### src/rtl/delayed_wb_arbiter_pkg.sv
// Shared types and constants for the delayed GPR writeback path.
// Widths here are the defaults; the top re-derives its entry type from its own parameters.
package delayed_wb_arbiter_pkg;

   localparam int GPR_W_DEF  = 5;
   localparam int DATA_W_DEF = 32;
   localparam int WB_DEPTH   = 4;

   typedef logic [GPR_W_DEF-1:0]  reg_index_t;
   typedef logic [DATA_W_DEF-1:0] word_t;

   typedef struct packed {
      reg_index_t gpr;
      word_t      data;
   } wb_entry_t;

   // Queue pointers carry one wrap bit above the index so full and empty are distinguishable.
   function automatic int ptr_width(input int depth);
      return $clog2(depth) + 1;
   endfunction

endpackage

### src/rtl/delayed_wb_arbiter_wb_entry_fifo.sv
// In-order queue of delayed writebacks, with every slot's key and a live-entry mask exported
// so the top can answer hazard queries against all pending writes.
module delayed_wb_arbiter_wb_entry_fifo
   import delayed_wb_arbiter_pkg::*;
#(
   parameter int  DEPTH = WB_DEPTH,
   parameter type T     = wb_entry_t,
   parameter int  KEY_W = GPR_W_DEF,
   localparam int PTR_W = ptr_width(DEPTH)
) (
   input  logic             clk,
   input  logic             reset,
   input  logic             push_i,
   input  T                 din_i,
   input  logic             pop_i,
   output T                 head_o,
   output logic             full_o,
   output logic             empty_o,
   output logic [PTR_W-1:0] level_o,
   output logic [KEY_W-1:0] key_o [DEPTH],
   output logic [DEPTH-1:0] valid_o
);

   localparam int IDX_W = $clog2(DEPTH);

   logic [PTR_W-1:0] wr_q, wr_d;
   logic [PTR_W-1:0] rd_q, rd_d;
   T                 mem_q [DEPTH];
   logic             do_push;
   logic             do_pop;

   assign empty_o = (wr_q == rd_q);
   assign full_o  = (wr_q[PTR_W-1] != rd_q[PTR_W-1]) &&
                    (wr_q[IDX_W-1:0] == rd_q[IDX_W-1:0]);

   // No pass-through when full: a same-cycle pop does not make room for the push.
   assign do_push = push_i & ~full_o;
   assign do_pop  = pop_i & ~empty_o;

   assign wr_d = wr_q + PTR_W'(do_push);
   assign rd_d = rd_q + PTR_W'(do_pop);

   always_ff @(posedge clk or posedge reset) begin
      if (reset) begin
         wr_q <= '0;
         rd_q <= '0;
      end else begin
         wr_q <= wr_d;
         rd_q <= rd_d;
      end
   end

   always_ff @(posedge clk) begin
      if (do_push) begin
         mem_q[wr_q[IDX_W-1:0]] <= din_i;
      end
   end

   assign head_o  = mem_q[rd_q[IDX_W-1:0]];
   assign level_o = wr_q - rd_q;

   // A slot is live when its distance from the read pointer is below the fill level.
   // The key is the entry's most significant field.
   generate
      for (genvar gi = 0; gi < DEPTH; gi++) begin : g_slot
         logic [IDX_W-1:0] offset;
         assign offset      = IDX_W'(gi) - rd_q[IDX_W-1:0];
         assign valid_o[gi] = ({1'b0, offset} < level_o);
         assign key_o[gi]   = mem_q[gi][$bits(T)-1 -: KEY_W];
      end
   endgenerate

   a_no_push_full : assert property (@(posedge clk) disable iff (reset) !(push_i && full_o));
   a_no_pop_empty : assert property (@(posedge clk) disable iff (reset) !(pop_i && empty_o));

endmodule

### src/rtl/delayed_wb_arbiter.sv
// Round-robin collector of delayed GPR writebacks feeding the spare GPR write port,
// with a pending-write hazard query and a drain indicator.
module delayed_wb_arbiter
   import delayed_wb_arbiter_pkg::*;
#(
   parameter int  N_SRC  = 2,
   parameter int  DEPTH  = WB_DEPTH,
   parameter int  DATA_W = DATA_W_DEF,
   parameter int  GPR_W  = GPR_W_DEF,
   localparam int LVL_W  = ptr_width(DEPTH)
) (
   input  logic                    clk,
   input  logic                    reset,
   input  logic [N_SRC-1:0]        src_valid_i,
   input  logic [N_SRC*GPR_W-1:0]  src_gpr_i,
   input  logic [N_SRC*DATA_W-1:0] src_data_i,
   output logic [N_SRC-1:0]        src_ready_o,
   input  logic                    wb_busy_i,
   output logic                    gpr_we_o,
   output logic [GPR_W-1:0]        gpr_waddr_o,
   output logic [DATA_W-1:0]       gpr_wdata_o,
   input  logic [GPR_W-1:0]        query_gpr_i,
   output logic                    query_hit_o,
   output logic [LVL_W-1:0]        level_o,
   output logic                    pipe_empty_o
);

   localparam int RR_W = (N_SRC > 1) ? $clog2(N_SRC) : 1;

   typedef struct packed {
      logic [GPR_W-1:0]  gpr;
      logic [DATA_W-1:0] data;
   } entry_t;

   logic [RR_W-1:0]  rr_q, rr_d;
   logic [N_SRC-1:0] grant;
   logic [RR_W-1:0]  grant_idx;
   logic             grant_any;
   logic             full;
   logic             empty;
   logic             push;
   logic             pop;
   entry_t           push_entry;
   entry_t           head;
   logic [GPR_W-1:0] entry_key [DEPTH];
   logic [DEPTH-1:0] entry_valid;

   function automatic int wrap_idx(input int base, input int off);
      return (base + off) % N_SRC;
   endfunction

   // Scan from the farthest candidate back to rr_q so the nearest requester wins.
   always_comb begin
      grant     = '0;
      grant_idx = '0;
      grant_any = 1'b0;
      for (int k = N_SRC - 1; k >= 0; k--) begin
         if (src_valid_i[wrap_idx(int'(rr_q), k)]) begin
            grant_any = 1'b1;
            grant_idx = RR_W'(wrap_idx(int'(rr_q), k));
         end
      end
      grant[grant_idx] = grant_any;
   end

   assign src_ready_o = grant & {N_SRC{~full & ~reset}};
   assign push        = grant_any & ~full & ~reset;
   assign push_entry  = {src_gpr_i[grant_idx*GPR_W +: GPR_W], src_data_i[grant_idx*DATA_W +: DATA_W]};

   assign rr_d = push ? RR_W'(wrap_idx(int'(grant_idx), 1)) : rr_q;

   always_ff @(posedge clk or posedge reset) begin
      if (reset) begin
         rr_q <= '0;
      end else begin
         rr_q <= rr_d;
      end
   end

   delayed_wb_arbiter_wb_entry_fifo #(
      .DEPTH (DEPTH),
      .T     (entry_t),
      .KEY_W (GPR_W)
   ) u_fifo (
      .clk     (clk),
      .reset   (reset),
      .push_i  (push),
      .din_i   (push_entry),
      .pop_i   (pop),
      .head_o  (head),
      .full_o  (full),
      .empty_o (empty),
      .level_o (level_o),
      .key_o   (entry_key),
      .valid_o (entry_valid)
   );

   // The spare port only steals cycles the regular writeback leaves idle.
   assign gpr_we_o    = ~empty & ~wb_busy_i & ~reset;
   assign pop         = gpr_we_o;
   assign gpr_waddr_o = head.gpr;
   assign gpr_wdata_o = head.data;

   always_comb begin
      query_hit_o = 1'b0;
      for (int j = 0; j < DEPTH; j++) begin
         if (entry_valid[j] && (entry_key[j] == query_gpr_i)) begin
            query_hit_o = 1'b1;
         end
      end
      for (int i = 0; i < N_SRC; i++) begin
         if (src_valid_i[i] && (src_gpr_i[i*GPR_W +: GPR_W] == query_gpr_i)) begin
            query_hit_o = 1'b1;
         end
      end
   end

   assign pipe_empty_o = empty & ~|src_valid_i;

   generate
      for (genvar gi = 0; gi < N_SRC; gi++) begin : g_src_chk
         a_src_stable : assert property (@(posedge clk) disable iff (reset)
            (src_valid_i[gi] && !src_ready_o[gi]) |=>
               ($stable(src_gpr_i[gi*GPR_W +: GPR_W]) && $stable(src_data_i[gi*DATA_W +: DATA_W])));
      end
   endgenerate

endmodule

### config.mk
export PLATFORM = sky130hd
export DESIGN_NAME = delayed_wb_arbiter
export DESIGN_NICKNAME = d
export VERILOG_FILES = /design/src/rtl/delayed_wb_arbiter_pkg.sv /design/src/rtl/delayed_wb_arbiter_wb_entry_fifo.sv /design/src/rtl/delayed_wb_arbiter.sv
export SDC_FILE = /design/constraint.sdc
export NUM_CORES = 1
export LEC_CHECK = 0
export BUFFER_PORTS_ARGS = -buffer_cell sky130_fd_sc_hd__buf_2
export CAP_MARGIN = 20
export CORE_MARGIN = 2
export CORE_UTILIZATION = 50
export CTS_CLUSTER_SIZE = 40
export DETAILED_ROUTE_END_ITERATION = 8
export PLACE_DENSITY = 0.76
export SLEW_MARGIN = 20
export SYNTH_ARGS = -nofsm -noshare
export SYNTH_HDL_FRONTEND = slang
export SYNTH_SLANG_ARGS = --single-unit
### constraint.sdc
create_clock -name clk -period 4.6 [get_ports clk]
set_input_delay 0.23 -clock clk [delete_from_list [all_inputs] [get_ports clk]]
set_output_delay 0.23 -clock clk [all_outputs]
set_load 0.02 [all_outputs]
Word level (Yosys, flattened, before mapping):

Memory sizes are Yosys's and may differ from the RTL's.
Cells that the tools add are included.
W data, S select, Z words.

* mux-type cells: 19
* multipliers: 1
* $add $sub $neg: 9
* bitwise operators: 15
* shift-type cells: 2
* reduce and logical (&&, ||, !) cells: 10
* equal/unequal tests: 9
* order comparisons: 8

Operators with widths (number)
* $shiftx A64 B7 Y32: 1
* $eq A5 B5 Y1: 6
* $mux W1: 18
* $lt A2 B3 Y1: 4
* $shiftx A10 B5 Y5: 1
* $and A1 B1 Y1: 8
* $logic_and A1 B1 Y1: 8
* $add A3 B1 Y3: 2
* $and A2 B2 Y2: 2
* $lt A1 B2 Y1 const B: 2
* $mul A1 B3 Y4 const B: 1
* $not A1 Y1: 4
* $sub A1 B2 Y2 const A: 2
* $sub A2 B2 Y2 const A: 2
* $eq A3 B3 Y1: 1
* $lt A2 B3 Y1 const B: 1
* $sub A3 B3 Y3: 1
* $add A1 B1 Y1 const B: 2
* $eq A2 B2 Y1: 1
* $reduce_or A2 Y1: 1
* $and A1 B1 Y1 const A: 1
* $demux W1 S1: 1
* $ge A1 B1 Y1 const B: 1
* $logic_not A1 Y1: 1
* $ne A1 B1 Y1: 1

* bits in writable memories: 148
* input port bits: 84
* memories kept: 1
* word-level logic and storage cells: 77
* output and inout port bits: 45
* flip-flop bits (word level): 7

Memories
* u_fifo.mem_q: depth 4, width 37, rd ports 5, clocked after memory_dff 0, wr ports 1, RTL line delayed_wb_arbiter_wb_entry_fifo.sv:28 `T mem_q [DEPTH];`

Depth between registers and ports, before layout:

* depth after elaboration: 13
* depth in mapped cells: 10
* mapped depth without buffers: 10

Modules after synthesis:

From an unflattened synthesis, not the netlist that was laid out.

* cell total of the unflattened synthesis: 369
* area total of the unflattened synthesis: 6964.2 µm²

Modules (own cells, without submodules)
* delayed_wb_arbiter_wb_entry_fifo: times used 1, cells each 267, area each 6025.8 µm², seq. area each 4594.4 µm²
* delayed_wb_arbiter: times used 1, cells each 102, area each 938.4 µm², seq. area each 25.0 µm²

Least setup slack after synthesis:

OpenSTA, ideal clock, no wires.

* path type: register -> register
* start: reg u_fifo.rd_q[0]
* end: mem u_fifo.mem_q[0][0] (netlist bit) (enable)
* setup slack: -17 ps
* data required time: 4123 ps
* clock period less this slack: 4617 ps
* arrival: 4140 ps
* setup time: 477 ps
* buffers on the path: 2
* cell stages (with the launch flop): 8
* path through: dfrtp_1 buf_2 buf_4 inv_1 ha_1 a31oi_1 o21ai_2 nor3_1

* longest elaborated chain between the ends: 8

RTL lines
* start, declared: RTL line delayed_wb_arbiter_wb_entry_fifo.sv:27 `logic [PTR_W-1:0] rd_q, rd_d;`
* start signal, assigned: RTL line delayed_wb_arbiter_wb_entry_fifo.sv:49 `rd_q <= rd_d;`
* $eq A2 B2 Y1 *: RTL line delayed_wb_arbiter_wb_entry_fifo.sv:34 `(wr_q[IDX_W-1:0] == rd_q[IDX_W-1:0]);`
* $logic_and A1 B1 Y1 *: RTL line delayed_wb_arbiter_wb_entry_fifo.sv:33 `assign full_o = (wr_q[PTR_W-1] != rd_q[PTR_W-1]) &&`
* $not A1 Y1 *: RTL line delayed_wb_arbiter_wb_entry_fifo.sv:37, delayed_wb_arbiter.sv:67
* $and A1 B1 Y1 (2 in series): RTL line delayed_wb_arbiter.sv:67 `assign push = grant_any & ~full & ~reset;`
* $and A1 B1 Y1 *: RTL line delayed_wb_arbiter_wb_entry_fifo.sv:37 `assign do_push = push_i & ~full_o;`
* $mux W1 *: RTL line delayed_wb_arbiter_wb_entry_fifo.sv:54 `if (do_push) begin`
* $mux W1 (implied by the code) *: RTL line delayed_wb_arbiter_wb_entry_fifo.sv:55 `mem_q[wr_q[IDX_W-1:0]] <= din_i;`
* end, declared: RTL line delayed_wb_arbiter_wb_entry_fifo.sv:28

Mark *: on every way between the ends. The rest lies on a longest branch, timed or not.

Worst setup path after layout:

* start: reg u_fifo.rd_q[0]
* end: out query_hit_o

* longest elaborated chain between the ends: 9
* elaborated cells between the ends (all ways): 19
* classes of those cells: add/sub (5); order compare (4); mux (6); reduce/logical (4)

RTL lines
* $sub A3 B3 Y3 or $sub A1 B2 Y2 (tied branches): RTL line delayed_wb_arbiter_wb_entry_fifo.sv:60, delayed_wb_arbiter_wb_entry_fifo.sv:67
* $lt A2 B3 Y1: RTL line delayed_wb_arbiter_wb_entry_fifo.sv:68 `assign valid_o[gi] = ({1'b0, offset} < level_o);`
* $logic_and A1 B1 Y1: RTL line delayed_wb_arbiter.sv:107 `if (entry_valid[j] && (entry_key[j] == query_gpr_i)) begin`
* $mux W1 (3 in series): RTL line delayed_wb_arbiter.sv:107
* $mux W1 *: RTL line delayed_wb_arbiter.sv:107
* $mux W1 * (2 in series): RTL line delayed_wb_arbiter.sv:112 `if (src_valid_i[i] && (src_gpr_i[i*GPR_W +: GPR_W] == query_gpr_i)) begin`
* end, declared: RTL line delayed_wb_arbiter.sv:23 `output logic query_hit_o,`

Marks and branches as above.

==> impl_results.md <==
* Skew final at approximately 0.010 ns
* Synth Cell Area at 6690 um2
* Die ar. at 14,300 um2
* Crit-path max cell delay at 0.52 ns
* Max Fclk at 332 MHz
* Routability cong. at 0.793
* Cts repair resizes at 0
* Area Overhead vs Synth at 22.1%
* Slew @ Worst Pin at 1.01 ns
* CTS max path bufs at 2
* Fin crit share at 0.654
* Port buffer count at 128
* Hold Fails Final Rpt at 0
* Die width at 120 um
* YS warnings at 0
* Power density cells at between 600 and 700 nW/um2
* Distinct cell type count of the synthesized netlist at 32
* Vias per inst at 5.32
* Max-cap violations at 0
* Crit Path Max Fanout at 9
* CTS Buf Count at 17
* Iter 0 DRT Violations at 225
* Root Buffer: clkbuf_16
* WP data arrival at about 2.8 ns
* First-pass GRT wire length at 20.0 mm
* DR WL/cell at around 20 um
* Status: completed
* Antenna viol nets, final at 0
* Worst slew margin at 0.329
* Die Y-Extent at 120 um
* Sequential fraction of the synthesis area at 0.690
* Fin crit period at 3.01 ns
* CP bufs+invs at 3
* N_diodes at 0
* All-Layer GR Usage at 0.191
* Leak at 3.00 nW
* TritonCTS clock tree: yes
* DR vias at 3,528
* Hold Buf Count CTS at 1
* Syn_area_per_cell at 19.8 um2
* Startpoint types: flip-flop
* Clock input transition at the sequential cells of the worst setup and hold paths at roughly 0.06 ns
* HP Class: input pin to flip-flop
* Post-CTS setup buffers at 0
* Post-synth EDFFs at roughly 150
* Row Count at 42
* Setup_tns at 0 ns
* Dominant synthesized flop cell: edfxtp_1
* Ys async rst share at 0.0452
* WS Path Type: flip-flop to output pin
* Residual DRC count at 0
* Type of destination of the critical path: output pin
* Final slew viol count at 0
* Core area at 13,100 um2
* Crit-path leading delay family: adder cells
* Synth Register Bits at 155
* H-Tree Level Count at 4
* Initial antenna violation count at 0
* Final worst slack at ~1.6 ns
* Grt ovf at 0
* Wirelength, routed at between 10 and 15 mm
* Worst VDD drop at 0.306 mV
* CP max-delay cell: dfrtp_2
* Post-Syn Instances at 338
* TritonRoute pass-1 iters at 5
* Finished Core Util at 0.622
* Final nets at roughly 570
* Final setup violation count at 0
* Number of global-route vias before repair at 3,658
* Starting Density at 0.510
* CP cell instances: ha_1 > inv_1 > fa_1 > inv_1 > ha_1 > a21oi_1 > o2111ai_2 > o311a_1 > nand4_1 > buf_2
* Num Clock Sinks at between 150 and 200
* Place WS at 1.97 ns
* Share of cells above drive strength 1 at 0.507
* Required time worst endpoint at approximately 4.4 ns
* Clk Latency, worst-skew pair at 0.42 ns
* DP Wirelength at 7.98 mm
* RSZ-0062 raised after global routing: false
* Mapped Nets at 435
* I/O pin total at approximately 130
* Largest net degree at the start of global routing at 41
## final cells by class
cell class              instances  area [um2]
clock buffers                  19         433
clock inverters                13         199
fillers                       955        4970
inverters                      11        41.3
multi-input cells             155        1970
flip-flops and latches        155        4620
well taps                     176         220
repair buffers                134         688
## power by group
part | switching (W) | internal [W]
logic | 0.00114 | 0.000771
clock network | 0.000514 | 0.000957
registers | 0.000118 | 0.00189
## synth_stat cells (2+ instances only)
| cell type | count | area (um2) |
|---|---|---|
| xor2_1 | 20 | 175 |
| nor2_1 | 4 | 15.0 |
| edfxtp_1 | 148 | 4440 |
| ha_1 | 12 | 150 |
| mux2_2 | 37 | 417 |
| buf_4 | 2 | 15.0 |
| and3_1 | 2 | 12.5 |
| nand4_1 | 2 | 12.5 |
| clkbuf_1 | 5 | 18.8 |
| a21oi_1 | 3 | 15.0 |
| nor4_1 | 2 | 12.5 |
| xnor2_1 | 13 | 114 |
| buf_2 | 9 | 45.0 |
| dfrtp_1 | 7 | 175 |
| o2111ai_1 | 3 | 26.3 |
| inv_1 | 10 | 37.5 |
| nor3_1 | 8 | 40.0 |
| mux4_2 | 37 | 833 |
## state kept, by name (all words and copies together) (netlist names)
name / count
rr_q: 1
u_fifo.mem_q: 148
u_fifo.rd_q: 3
u_fifo.wr_q: 3
## worst register-to-register path, stage by stage (launching register included)
cell and delay [ns]:
dfrtp_2 0.52, inv_1 0.08, ha_1 0.33, a31oi_1 0.21, o21ai_2 0.13, inv_2 0.10
and3_2 0.87
## through the flow
step | cell area, um2 | hold slack [ns] | total power, W | std cells
final | 8170 | 0.166 | 0.00539 | 663
after global placement | 7530 | 0.199 | 0.00393 | 630
after detailed placement | 7530 | 0.211 | 0.00398 | 630
after CTS | 8170 | 0.150 | 0.00545 | 663
after floorplan | 6690 | 0.0334 | 0.00340 | 338
after global routing | 8170 | 0.161 | 0.00564 | 663
## cells in the final DEF, fill, tap and decap left out, types with 2 or more instances in the layout
| master | count |
|---|---|
| bufinv_16 | 5 |
| buf_4 | 5 |
| edfxtp_1 | 148 |
| clkinv_1 | 2 |
| o2111ai_1 | 3 |
| inv_1 | 10 |
| clkinv_2 | 2 |
| nor3_2 | 2 |
| dfrtp_1 | 5 |
| a21oi_1 | 3 |
| clkbuf_1 | 2 |
| ha_1 | 12 |
| clkbuf_16 | 17 |
| nor2_1 | 4 |
| mux4_2 | 37 |
| nor3_1 | 6 |
| xnor2_1 | 13 |
| clkinvlp_4 | 3 |
| dfrtp_2 | 2 |
| nor4_1 | 2 |
| xor2_1 | 20 |
| and3_2 | 2 |
| nand4_1 | 2 |
| mux2_2 | 37 |
| buf_2 | 128 |
## kinds of logic after synthesis
family,Yosys count,share of synthesized area
muxes,74,0.187
xor gates and xnor gates,35,0.0480
buffers and inverters,28,0.0196
AOI/OAI and AO/OA,12,0.0140
and+or+nand+nor,21,0.0161
DFF,155,0.690
adders and majority gates,13,0.0254
## worst paths after layout
| path | start | cells past startpoint | to | slack [ns] |
|---|---|---|---|---|
| min in group asynchronous | reset | 3 | rr_q$_DFFE_PP0N_ | 0.32 |
| worst max register to register | u_fifo.rd_q[0]$_DFF_PP0_ | 6 | u_fifo.mem_q[2][24]$_DFFE_PP_ | 1.98 |
| worst min register to register | u_fifo.rd_q[2]$_DFF_PP0_ | 1 | u_fifo.rd_q[2]$_DFF_PP0_ | 0.54 |
| max in group asynchronous | reset | 3 | u_fifo.rd_q[0]$_DFF_PP0_ | 4.05 |
| worst min-delay path | src_data_i[54] | 2 | u_fifo.mem_q[2][22]$_DFFE_PP_ | 0.17 |
| worst max-delay path | u_fifo.rd_q[0]$_DFF_PP0_ | 10 | query_hit_o | 1.59 |
## layer usage
layer	share of wire	routed length, um	track usage	vias to the layer above
met5	0	0	0	-
met2	0.52	6780	0.319	108
met4	0.013	173	0.0721	0
met3	0.050	643	0.0461	12
li1	-	-	-	1621
met1	0.41	5360	0.244	1787
Power figures use the tool's default switching activity.
